==> src/rtl/disp_scan.sv <==
// Multiplexed hex display scanner: free-running digit sequencing, leading-zero
// blanking, per-slot dead time, and frame-boundary deferral of new data.
module disp_scan #(
   parameter int DIGITS    = 4,
   parameter int DIV       = 50000,
   parameter int BLANK_CYC = 2
) (
   input  logic                  clk,
   input  logic                  rst,
   input  logic                  load,
   input  logic [4*DIGITS-1:0]   data,
   input  logic                  blank_lz,
   output logic [3:0]            nibble,
   output logic [DIGITS-1:0]     digit_en,
   output logic                  blank,
   output logic                  pending
);

   localparam int CW = $clog2(DIV);
   localparam int IW = $clog2(DIGITS);
   localparam logic [CW-1:0] CNT_MAX = CW'(DIV - 1);
   localparam logic [IW-1:0] IDX_MAX = IW'(DIGITS - 1);

   logic [CW-1:0]          cnt_q, cnt_d;
   logic [IW-1:0]          idx_q, idx_d;
   logic [4*DIGITS-1:0]    pend_q, pend_d;
   logic [4*DIGITS-1:0]    disp_q, disp_d;
   logic                   pending_q, pending_d;
   logic [3:0]             nibble_q, nibble_d;
   logic [DIGITS-1:0]      en_q, en_d;
   logic                   blank_q, blank_d;

   logic                   last_slot, frame_end, dead;
   logic [DIGITS-1:0]      lz;

   generate
      if (BLANK_CYC == 0) begin : g_no_dead
         assign dead = 1'b0;
      end else begin : g_dead
         localparam logic [CW-1:0] BLANK_W = CW'(BLANK_CYC);
         assign dead = (cnt_q < BLANK_W);
      end
   endgenerate

   always_comb begin
      last_slot = (cnt_q == CNT_MAX);
      frame_end = last_slot && (idx_q == IDX_MAX);
      cnt_d     = last_slot ? '0 : cnt_q + 1'b1;
      idx_d     = idx_q;
      if (last_slot) begin
         idx_d = (idx_q == IDX_MAX) ? '0 : idx_q + 1'b1;
      end
   end

   // A load on the frame-end cycle bypasses pend_q and goes straight to display.
   always_comb begin
      pend_d    = pend_q;
      disp_d    = disp_q;
      pending_d = pending_q;
      if (load) begin
         pend_d = data;
         if (frame_end) begin
            disp_d    = data;
            pending_d = 1'b0;
         end else begin
            pending_d = 1'b1;
         end
      end else if (frame_end && pending_q) begin
         disp_d    = pend_q;
         pending_d = 1'b0;
      end
   end

   // Walk down from the top digit; a digit is blanked while every nibble above
   // and including it is zero. Digit 0 is never blanked.
   always_comb begin
      logic zero_run;
      zero_run = 1'b1;
      lz       = '0;
      for (int unsigned k = 0; k < DIGITS - 1; k++) begin
         zero_run = zero_run & (disp_q[4*(DIGITS-1-k) +: 4] == 4'h0);
         lz[DIGITS-1-k] = zero_run & blank_lz;
      end
   end

   always_comb begin
      nibble_d = disp_q[{idx_q, 2'b00} +: 4];
      blank_d  = lz[idx_q];
      en_d     = '1;
      if (!dead && !lz[idx_q]) begin
         en_d[idx_q] = 1'b0;
      end
   end

   always_ff @(posedge clk) begin
      if (rst) begin
         cnt_q     <= '0;
         idx_q     <= '0;
         pend_q    <= '0;
         disp_q    <= '0;
         pending_q <= 1'b0;
         nibble_q  <= '0;
         blank_q   <= 1'b0;
         en_q      <= '1;
      end else begin
         cnt_q     <= cnt_d;
         idx_q     <= idx_d;
         pend_q    <= pend_d;
         disp_q    <= disp_d;
         pending_q <= pending_d;
         nibble_q  <= nibble_d;
         blank_q   <= blank_d;
         en_q      <= en_d;
      end
   end

   assign nibble   = nibble_q;
   assign digit_en = en_q;
   assign blank    = blank_q;
   assign pending  = pending_q;

endmodule

==> config.mk <==
export PLATFORM = sky130hd
export DESIGN_NAME = disp_scan
export DESIGN_NICKNAME = d
export VERILOG_FILES = /design/src/rtl/disp_scan.sv
export SDC_FILE = /design/constraint.sdc
export NUM_CORES = 1
export LEC_CHECK = 0
export ABC_CLOCK_PERIOD_IN_PS = 6850
export BUFFER_PORTS_ARGS = -buffer_cell sky130_fd_sc_hd__buf_2
export CORE_ASPECT_RATIO = 0.6
export CORE_MARGIN = 5
export CORE_UTILIZATION = 45
export CTS_CLUSTER_SIZE = 20
export DETAILED_ROUTE_END_ITERATION = 16
export SLEW_MARGIN = 0
export SYNTH_ARGS = -nofsm -noshare
export SYNTH_HDL_FRONTEND = slang
export SYNTH_SLANG_ARGS = --single-unit
==> constraint.sdc <==
create_clock -name clk -period 6.85 [get_ports clk]
set_input_delay 1.37 -clock clk [delete_from_list [all_inputs] [get_ports clk]]
set_output_delay 1.37 -clock clk [all_outputs]
set_load 0.01 [all_outputs]
# [Word-level counts from Yosys, hierarchy flattened]
# Cells that the tools add are included.
[classes] magnitude_cmp=3 addsub=2 mux=11 reduce_logical=13 shifts=1 n_eq_ne=3 n_bitwise=7
[ops] operator="two-way mux 16 bit" n=3
[ops] operator="adder 16 x 1 -> 16 bit, second input constant" n=1
[ops] operator="equality test 16 bit, second input constant" n=1
[ops] operator="< comparator 16 x 2 -> 1 bit, second input constant" n=1
[ops] operator="variable part select 16 x 5 -> 4 bit" n=1
[ops] operator="logical NOT 4 bit" n=3
[ops] operator="AND 1 bit" n=5
[ops] operator="two-way mux 1 bit" n=5
[ops] operator="logical AND 1 bit" n=4
[ops] operator="inverter 4 bit" n=1
[ops] operator="OR reduction 2 bit" n=2
[ops] operator="< comparator 2 x 3 -> 1 bit, second input constant" n=1
[ops] operator="adder 2 x 1 -> 2 bit, second input constant" n=1
[ops] operator="binary-select mux 1 bit (select 2 bit)" n=1
[ops] operator="demux 1 bit (select 2 bit)" n=1
[ops] operator="equality test 2 bit, second input constant" n=1
[ops] operator="greater-or-equal comparator 2 x 1 -> 1 bit, second input constant" n=1
[ops] operator="logical NOT 1 bit" n=2
[ops] operator="two-way mux 2 bit" n=1
[ops] operator="inequality test 2 x 1 -> 1 bit, second input constant" n=1
[ops] operator="AND reduction 2 bit" n=1
[ops] operator="nonzero test 2 bit" n=1
[ops] operator="inverter 1 bit" n=1
[totals] register_bits=60 elab_cells=48

# [Logic depth before layout (Yosys ltp)]
# Gate-level depths: netlist of run 1.
[depth] depth_word=10 ltp_mapped=7 depth_no_buf=5

# [Least setup slack after synthesis of run 1]
# OpenSTA, ideal clock, no wires.
[synth_path] kind="input to register" from="in load" to="reg disp_q[10]" arrival_time_ps=2481 setup_slack_ps=4248 t_required_ps=6729 cell_stages=5 path_cell_list="buf_6 -> clkbuf_1 -> mux2i_1 -> nor2_1 -> mux2_4"
[synth_between] elab_chain_cells=2
[synth_rtl] element="start: declaration" line="10" text="input logic load,"
[synth_rtl] element="inequality test 2 x 1 -> 1 bit (no source line) or nonzero test 2 bit (tied branches)"
[synth_rtl] element="AND reduction 2 bit (no source line)"
[synth_rtl] element="end signal: assignment" line="109" text="disp_q <= disp_d;"
[synth_rtl] element="end: declaration" line="27" text="logic [4*DIGITS-1:0] disp_q, disp_d;"
# Several ways; a longest one is shown, not always the timed one.
# A chain may end at the register's enable or synchronous reset.

# [Final worst setup path of run 1]
[layout_path] from="in load" to="reg disp_q[0]"
# Same word-level chain as after synthesis.

==> impl_results.md, run 1 <==
- Status: completed
- Clock sinks: 60
- Cell count after placement: 324
- Max-cap viol count: 0
- Mapped Avg Cell Area: 10.6 µm²
- Dpl ws: 3.51 ns
- Worst endpoint data arrival time: 3.19 ns
- Antenna violations before repair: 0
- Post-CTS resize count: 0
- Worst vdd rail ir drop: between 0.0001 and 0.00015 V
- Setup Skew: 0.0109 ns
- Initial Utilization: 45.9%
- Crit Path Class: in2reg
- Worst Path Buf+Inv: 1
- Final nets: 291
- CP startpoint kind: input port
- CTS Buffer Depth: 2
- Worst skew pair latency: roughly 0.34 ns
- Crit-path max FO: 17
- Antenna diodes: 0
- Clk slew on worst S/H paths: 0.07 ns
- Synth Cell Area: 2530 µm²
- Internal reg-to-reg setup slack: 4.06 ns
- Cell row count: 21
- Vias/cell: 4.96
- RSZ-0062 raised after global routing: no
- Die height: 68.1 µm
- Critical path's top delay family: simple AND/OR/NAND/NOR gates
- Hpwl dp: roughly 3.4 mm
- First-pass GRT wire length: 7.92 mm
- # hold bufs at CTS: 0
- Die ar.: 7280 µm²
- Post-CTS setup buffer count: 0
- Mapped Cells: 239
- Yosys warning count: 0
- Post-synthesis sequential area ratio: 47.4%
- R2R depth: 4
- Total wire length: 4.85 mm
- H-tree depth: 3
- Fin util: 52.1%
- Largest net degree at the start of global routing: 44
- Rel. slew slack: 37.7%
- Sequential Area: around 1200 µm²
- Critical path origin: load
- Setup crit end kind: flop
- Initial DRC Count: 63
- DRT Pass-1 Iters: 4
- Hold Path End: cnt_q[0]$_SDFF_PP0_
- Worst path required time: 7.08 ns
- Max Transition Viols Final: 0
- PD cells: about 240 nW/µm²
- Port bufs: 29
- Net Count, Synth: 264
- Max incr delay on CP: roughly 0.85 ns
- Cell Chain, Critical Path: buf_2, nor2_1, and3b_1, mux2_2
- Setup_tns: 0 ns
- Layout area overhead: 13.5%
- Global Route Usage Sum: between 10% and 20%
- Die width: 107 µm
- Placed cell area: 2680 µm²
- Number of global-route vias before repair: 1557
- Worst Tran Pin Value: about 0.93 ns
- R2R Path Start: cnt_q[10]$_SDFF_PP0_
- Fmax: roughly 340 MHz
- CTS buffer count: 9
- Routed Antenna Nets: 0
- Ratio of final minimum period to clock period: 43.2%
- Leakage power: 1.14 nW
- Remaining global-route overflow: 0
- Crit-path slowest cell: and3b_1
- Gpl congestion: 0.833
- CTS tree: built
- Finish-stage setup viols: 0
- Multi-input gate area: between 1000 and 1500 µm²
- Reg-to-Reg End: disp_q[0]$_SDFFE_PP0P_
- Hold Path Class: reg2reg
- Worst Hold Path Cells: 1
- Fillers: 506
- Post-synth cell types: 34
- Final WS setup: 3.89 ns
- Final hold vios: 0
- Design area: around 2900 µm²
- Post-route insts no fill: 339
- DRC: 0
- Core Area: 5520 µm²
- Worst min-delay path startpoint: cnt_q[0]$_SDFF_PP0_
- Yosys reg bits: 60
- DR vias: 1682
- Root Driver: clkbuf_8
- Proportion of layout cells with a drive suffix above 1: 25.2%
- Num ports: 30
- Min Tclk post-route: ~3.0 ns
- WL/cell: 14.3 µm
[flip-flops by register name, summed over array words and instances (netlist names)]
name	count
cnt_q	16
pending	1
disp_q	16
blank	1
digit_en	4
nibble	4
pend_q	16
idx_q	2
[layout make-up]
| cell class | instances | share of cell area, % |
|---|---|---|
| multi-input cells | 161 | 42.9 |
| flip-flops and latches | 60 | 41.8 |
| repair buffers | 29 | 5.05 |
| clock buffers | 11 | 4.92 |
| well taps | 69 | 3.00 |
| clock inverters | 4 | 1.74 |
| inverters | 5 | 0.653 |
[metal layers]
| metal | part of all wire [%] | track usage [%] | wire [µm] | up-vias |
|---|---|---|---|---|
| li1 | - | - | - | 871 |
| met1 | 55 | 21.2 | 2690 | 769 |
| met2 | 37 | 18.1 | 1800 | 39 |
| met3 | 6.6 | 6.41 | 322 | 3 |
| met4 | 0.70 | 7.18 | 34 | 0 |
| met5 | 0 | 0 | 0 | - |
[where the power goes]
part	internal, mW	leakage [nW]	switching, mW
combinational	0.0129	0.563	0.0173
sequential	0.357	0.488	0.00399
clock	0.175	0.0914	0.132
total	0.545	1.14	0.153
[metrics by stage]
step	power, mW	hold slack, ns
after CTS	0.708	0.504
final	0.698	0.511
after detailed placement	0.399	0.488
after global routing	0.729	0.526
after global placement	0.399	0.485
after floorplan	0.388	0.453
[Yosys cell counts, drive strengths merged]
cell type  instances  area [µm²]
mux2              16         218
a21oi              2        10.0
nor2b             20         125
inv                5        18.8
nor2              39         146
clkbuf             9        33.8
o31ai              1        7.51
or3                1        7.51
nand2b             1        6.26
xnor2             11        96.3
mux2i             18         180
nand2              3        11.3
or2                1        6.26
and4               1        10.0
buf                4        47.5
nor4               7        58.8
mux4               4        90.1
a31oi              1        6.26
a211oi             1        7.51
nor4b              1        8.76
nand3             10        50.1
ha                 5        62.6
dfxtp             60        1200
or4                4        33.8
xor2               2        17.5
nor3               5        25.0
and3b              1        8.76
nand4              5        31.3
o211ai             1        7.51
[logic make-up after synthesis]
logic type	Yosys count	share of synthesized area [%]
AND/OR/NAND/NOR	99	20.9
flip-flops	60	47.4
multiplexers	38	19.3
buffers and inverters	18	3.95
XOR/XNOR	13	4.49
AO/OA/AOI/OAI	6	1.53
adder cells (fa/ha/maj)	5	2.47
[placed cells by master (no fill, tap or decap), types with 2 or more instances in the layout]
master	synthesis	final
inv_1	5	5
clkinvlp_4	0	2
ha_1	5	5
nand2_1	3	3
xnor2_1	11	11
clkbuf_8	0	10
nor2b_1	20	20
nand4_1	5	5
nor4_1	6	6
nor2_1	39	39
dfxtp_1	60	60
mux2_2	6	6
mux4_2	4	4
nor3_1	5	5
or4_1	3	3
xor2_1	2	2
mux2_4	10	10
nand3_1	10	10
mux2i_1	18	18
buf_2	1	29
a21oi_1	2	2
[worst max-delay path by stage]
stage	slack [ns]	depth (start not counted)	endpoint
after floorplan	4.25	5	disp_q[10]$_SDFFE_PP0P_
after global placement	3.57	4	disp_q[2]$_SDFFE_PP0P_
after detailed placement	3.51	4	disp_q[0]$_SDFFE_PP0P_
after CTS	3.88	4	disp_q[0]$_SDFFE_PP0P_
after global routing	3.83	4	disp_q[1]$_SDFFE_PP0P_
final	3.89	4	disp_q[0]$_SDFFE_PP0P_
Note: power is estimated with default switching activity, not from simulation.
==> run 2: changes to the inputs <==
ABC_AREA = 1   (was default)
ABC_CLOCK_PERIOD_IN_PS = 2600   (was 6850)
PLACE_DENSITY = 0.66   (was default)
clock period = 2.6 ns   (was 6.85 ns; I/O delays follow)
==> impl_results.md, run 2 <==
- Status: completed (unchanged)
- Worst Tran Pin Value: 0.532 ns (was 0.935 ns)
- Min Tclk post-route: 1.73 ns
- Clock Power Share: 43.4% (was 44.0%)
- CTS tree: built (unchanged)
- Flop pwr share: 50.7% (was 51.7%)
- Num ports: 30 (unchanged)
- Net Count, Synth: 400 (was 264)
- Number of global-route vias before repair: 2066 (was 1557)
- Synth Cell Area: 2780 µm² (was 2530 µm²)
- Clk slew on worst S/H paths: 0.06 ns (was 0.07 ns)
- Worst endpoint data arrival time: 1.96 ns (was 3.19 ns)
- Placed cell area: 2950 µm² (was 2680 µm²)
- Core Area: 6060 µm² (was 5520 µm²)
- Reg-to-Reg End: disp_q[8]$_SDFFE_PP0P_ (was disp_q[0]$_SDFFE_PP0P_)
- RSZ-0062 raised after global routing: no (unchanged)
- DRC: 0 (unchanged)
- Initial Utilization: 45.8% (was 45.9%)
- Switching pwr: 407 µW (was 153 µW)
- Fmax: about 580 MHz
- Mapped Cells: 375 (was 239)
- Post-synthesis sequential area ratio: 43.3% (was 47.4%)
- Worst Path Buf+Inv: 0 (was 1)
- H-tree depth: 3 (unchanged)
- Cell row count: 22 (was 21)
- Cell Chain, Critical Path: ha_1, nand2_2, nor2_8, nand3_2, nor2_4, nand4_1, nand2_1, nor2_1 (was buf_2, nor2_1, and3b_1, mux2_2)
- Internal reg-to-reg setup slack: 0.87 ns (was 4.06 ns)
- EDFF count, synth: 0 (unchanged)
- Global Route Usage Sum: 16.1% (was 14.7%)
- CTS buffer count: 9 (unchanged)
- Yosys warning count: 0 (unchanged)
- Hold Path End: cnt_q[0]$_SDFF_PP0_ (unchanged)
- Initial DRC Count: 146 (was 63)
- Cell with the most instances after synthesis: dfxtp_1 (unchanged)
- Antenna violations before repair: 0 (unchanged)
- Total wire length: 6.08 mm (was 4.85 mm)
- Max incr delay on CP: 0.37 ns (was 0.85 ns)
- Commonest non-fill, non-tap cells in the layout: dfxtp_1, nor2_1, nand2_1 (was dfxtp_1, nor2_1, buf_2)
- Largest net degree at the start of global routing: 24 (was 44)
- Post-synth ARST share: 0% (unchanged)
- Critical path's top delay family: simple AND/OR/NAND/NOR gates (unchanged)
- Rel. slew slack: 64.5% (was 37.7%)
- Hpwl dp: 4.40 mm (was 3.38 mm)
- Comb pwr share: 5.9% (was 4.3%)
- Antenna diodes: 0 (unchanged)
- Worst Hold Path Cells: 1 (unchanged)
- Setup Skew: 0.00656 ns (was 0.0109 ns)
- Post-CTS setup buffer count: 0 (unchanged)
- PD cells: 597 nW/µm² (was 243 nW/µm²)
- Final hold vios: 0 (unchanged)
- Cell count after placement: 475 (was 324)
- Design area: 3140 µm² (was 2880 µm²)
- Routed Antenna Nets: 0 (unchanged)
- Port bufs: 29 (unchanged)
- Die width: 111 µm (was 107 µm)
- Clock sinks: 60 (unchanged)
- Proportion of layout cells with a drive suffix above 1: 19.3% (was 25.2%)
- Die height: 70.8 µm (was 68.1 µm)
- Top_reg_cell synth: dfxtp_1 (unchanged)
- Dominant cell type by area after synthesis: dfxtp_1 (unchanged)
- Pint: 1.47 mW (was 545 µW)
- Max Transition Viols Final: 0 (unchanged)
- Final nets: 427 (was 291)
- DRT Pass-1 Iters: 5 (was 4)
- Leakage power: 1.35 nW (was 1.14 nW)
- # hold bufs at CTS: 0 (unchanged)
- Root Driver: clkbuf_8 (unchanged)
- Most common cell after layout, fill and taps aside: dfxtp_1 (unchanged)
- Crit-path slowest cell: dfxtp_1 (was and3b_1)
- Post-synth cell types: 31 (was 34)
- Vias/cell: 4.86 (was 4.96)
- CTS Buffer Depth: 2 (unchanged)
- Post-route insts no fill: 489 (was 339)
- Net Sw Frac: 21.7% (was 21.9%)
- Worst path required time: 2.83 ns (was 7.08 ns)
- Worst min-delay path startpoint: cnt_q[0]$_SDFF_PP0_ (unchanged)
- Total Power: 1.87 mW (was 698 µW)
- R2R Path Start: cnt_q[1]$_SDFF_PP0_ (was cnt_q[10]$_SDFF_PP0_)
- Fin Hold WS: 0.442 ns (was 0.511 ns)
- Setup_tns: 0 ns (unchanged)
- Gpl congestion: 0.868 (was 0.833)
- R2R depth: 8 (was 4)
- Hold Path Class: reg2reg (unchanged)
- DR vias: 2376 (was 1682)
- Worst skew pair latency: 0.33 ns (was 0.34 ns)
- Registers with the most flip-flops: cnt_q x16, disp_q x16, pend_q x16 (unchanged)
- Fillers: 588 (was 506)
- Ratio of final minimum period to clock period: 66.5%
- Worst vdd rail ir drop: 0.000304 V (was 0.000141 V)
- Finish-stage setup viols: 0 (unchanged)
- Yosys reg bits: 60 (unchanged)
- Mapped Avg Cell Area: 7.40 µm² (was 10.6 µm²)
- First-pass GRT wire length: 10.1 mm (was 7.92 mm)
- Die ar.: 7890 µm² (was 7280 µm²)
- WL/cell: 12.4 µm (was 14.3 µm)
- Post-CTS resize count: 0 (unchanged)
- Crit Path Class: reg2reg (was in2reg)
- Layout area overhead: 13.2% (was 13.5%)
- Synth top cells by count: dfxtp_1, nor2_1, nand2_1, inv_1, o21ai_0 (was dfxtp_1, nor2_1, nor2b_1, mux2i_1, xnor2_1)
- CP startpoint kind: flop (was input port)
- Crit-path max FO: 19 (was 17)
- Largest cells by area after synthesis: dfxtp_1, nor2_1, nand2_1 (was dfxtp_1, mux2i_1, mux2_4)
- Remaining global-route overflow: 0 (unchanged)
- Setup crit end kind: flop (unchanged)
- Max-cap viol count: 0 (unchanged)
- Top cell type's share of synthesized area: 43.3% (was 47.4%)
## run 2: changes by cell type in the layout (fill, tap and decap cells not counted), sizes merged, moves of 17 or more
| cell | previous run | this run |
|---|---|---|
| o21ai | 0 | 27 |
| nor2b | 20 | 0 |
| nor2 | 39 | 63 |
| inv | 5 | 48 |
| nand4 | 5 | 23 |
| nand2 | 3 | 57 |
| mux2i | 18 | 0 |
| or2 | 1 | 18 |
## run 2: logic make-up (layout without fill, tap and decap cells)
logic type / Yosys count / in the layout / synth area share, %
adders and majority gates: 5 / 5 / 2.25
xor gates and xnor gates: 7 / 7 / 2.21
AOI/OAI and AO/OA: 47 / 47 / 8.66
DFF: 60 / 60 / 43.3
buffers and inverters: 65 / 95 / 9.96
and+or+nand+nor: 191 / 191 / 33.6
## run 2: how the worst max path moves through the flow
stage	startpoint	endpoint	slack (ns)	cells past startpoint
finish	cnt_q[1]$_SDFF_PP0_	disp_q[8]$_SDFFE_PP0P_	0.87	8
global route	cnt_q[1]$_SDFF_PP0_	disp_q[7]$_SDFFE_PP0P_	0.74	8
global placement	load	disp_q[11]$_SDFFE_PP0P_	0.80	6
CTS	cnt_q[1]$_SDFF_PP0_	disp_q[7]$_SDFFE_PP0P_	0.89	8
floorplan	idx_q[1]$_SDFFE_PP0N_	disp_q[7]$_SDFFE_PP0P_	1.17	6
detailed placement	load	disp_q[11]$_SDFFE_PP0P_	0.83	6
## run 2: layout make-up
| class | count | area (µm²) | share of cell area (%) |
|---|---|---|---|
| well taps | 84 | 105 | 3.35 |
| flip-flops and latches | 60 | 1200 | 38.2 |
| clock buffers | 12 | 155 | 4.94 |
| repair buffers | 31 | 160 | 5.10 |
| inverters | 50 | 188 | 5.97 |
| multi-input cells | 250 | 1300 | 41.3 |
| clock inverters | 2 | 35.0 | 1.12 |
## run 2: layer usage
metal	vias to the layer above	track usage (%)	share of wire (%)
li1	1252	-	-
met1	1038	25.6	58
met2	82	18.9	35
met3	4	6.15	6.5
met4	0	5.13	0.58
met5	-	0	0
## run 2: metrics by stage
| stage | worst slack, ns | utilization [%] |
|---|---|---|
| after floorplan | 1.17 | - |
| after global placement | 0.797 | 48.7 |
| after detailed placement | 0.826 | 48.7 |
| after CTS | 0.886 | 51.9 |
| after global routing | 0.743 | 51.9 |
| final | 0.870 | 51.9 |
## run 2: power by group through the flow
| stage | sequential, mW | combinational [mW] | clock, mW |
|---|---|---|---|
| 6_report | 0.951 | 0.110 | 0.814 |
| 5_1_grt | 0.952 | 0.121 | 0.881 |
| 4_1_cts | 0.950 | 0.109 | 0.834 |
| 3_5_place_dp | 0.971 | 0.108 | 0 |
| 3_3_place_gp | 0.970 | 0.110 | 0 |
| 2_1_floorplan | 0.970 | 0.0726 | 0 |
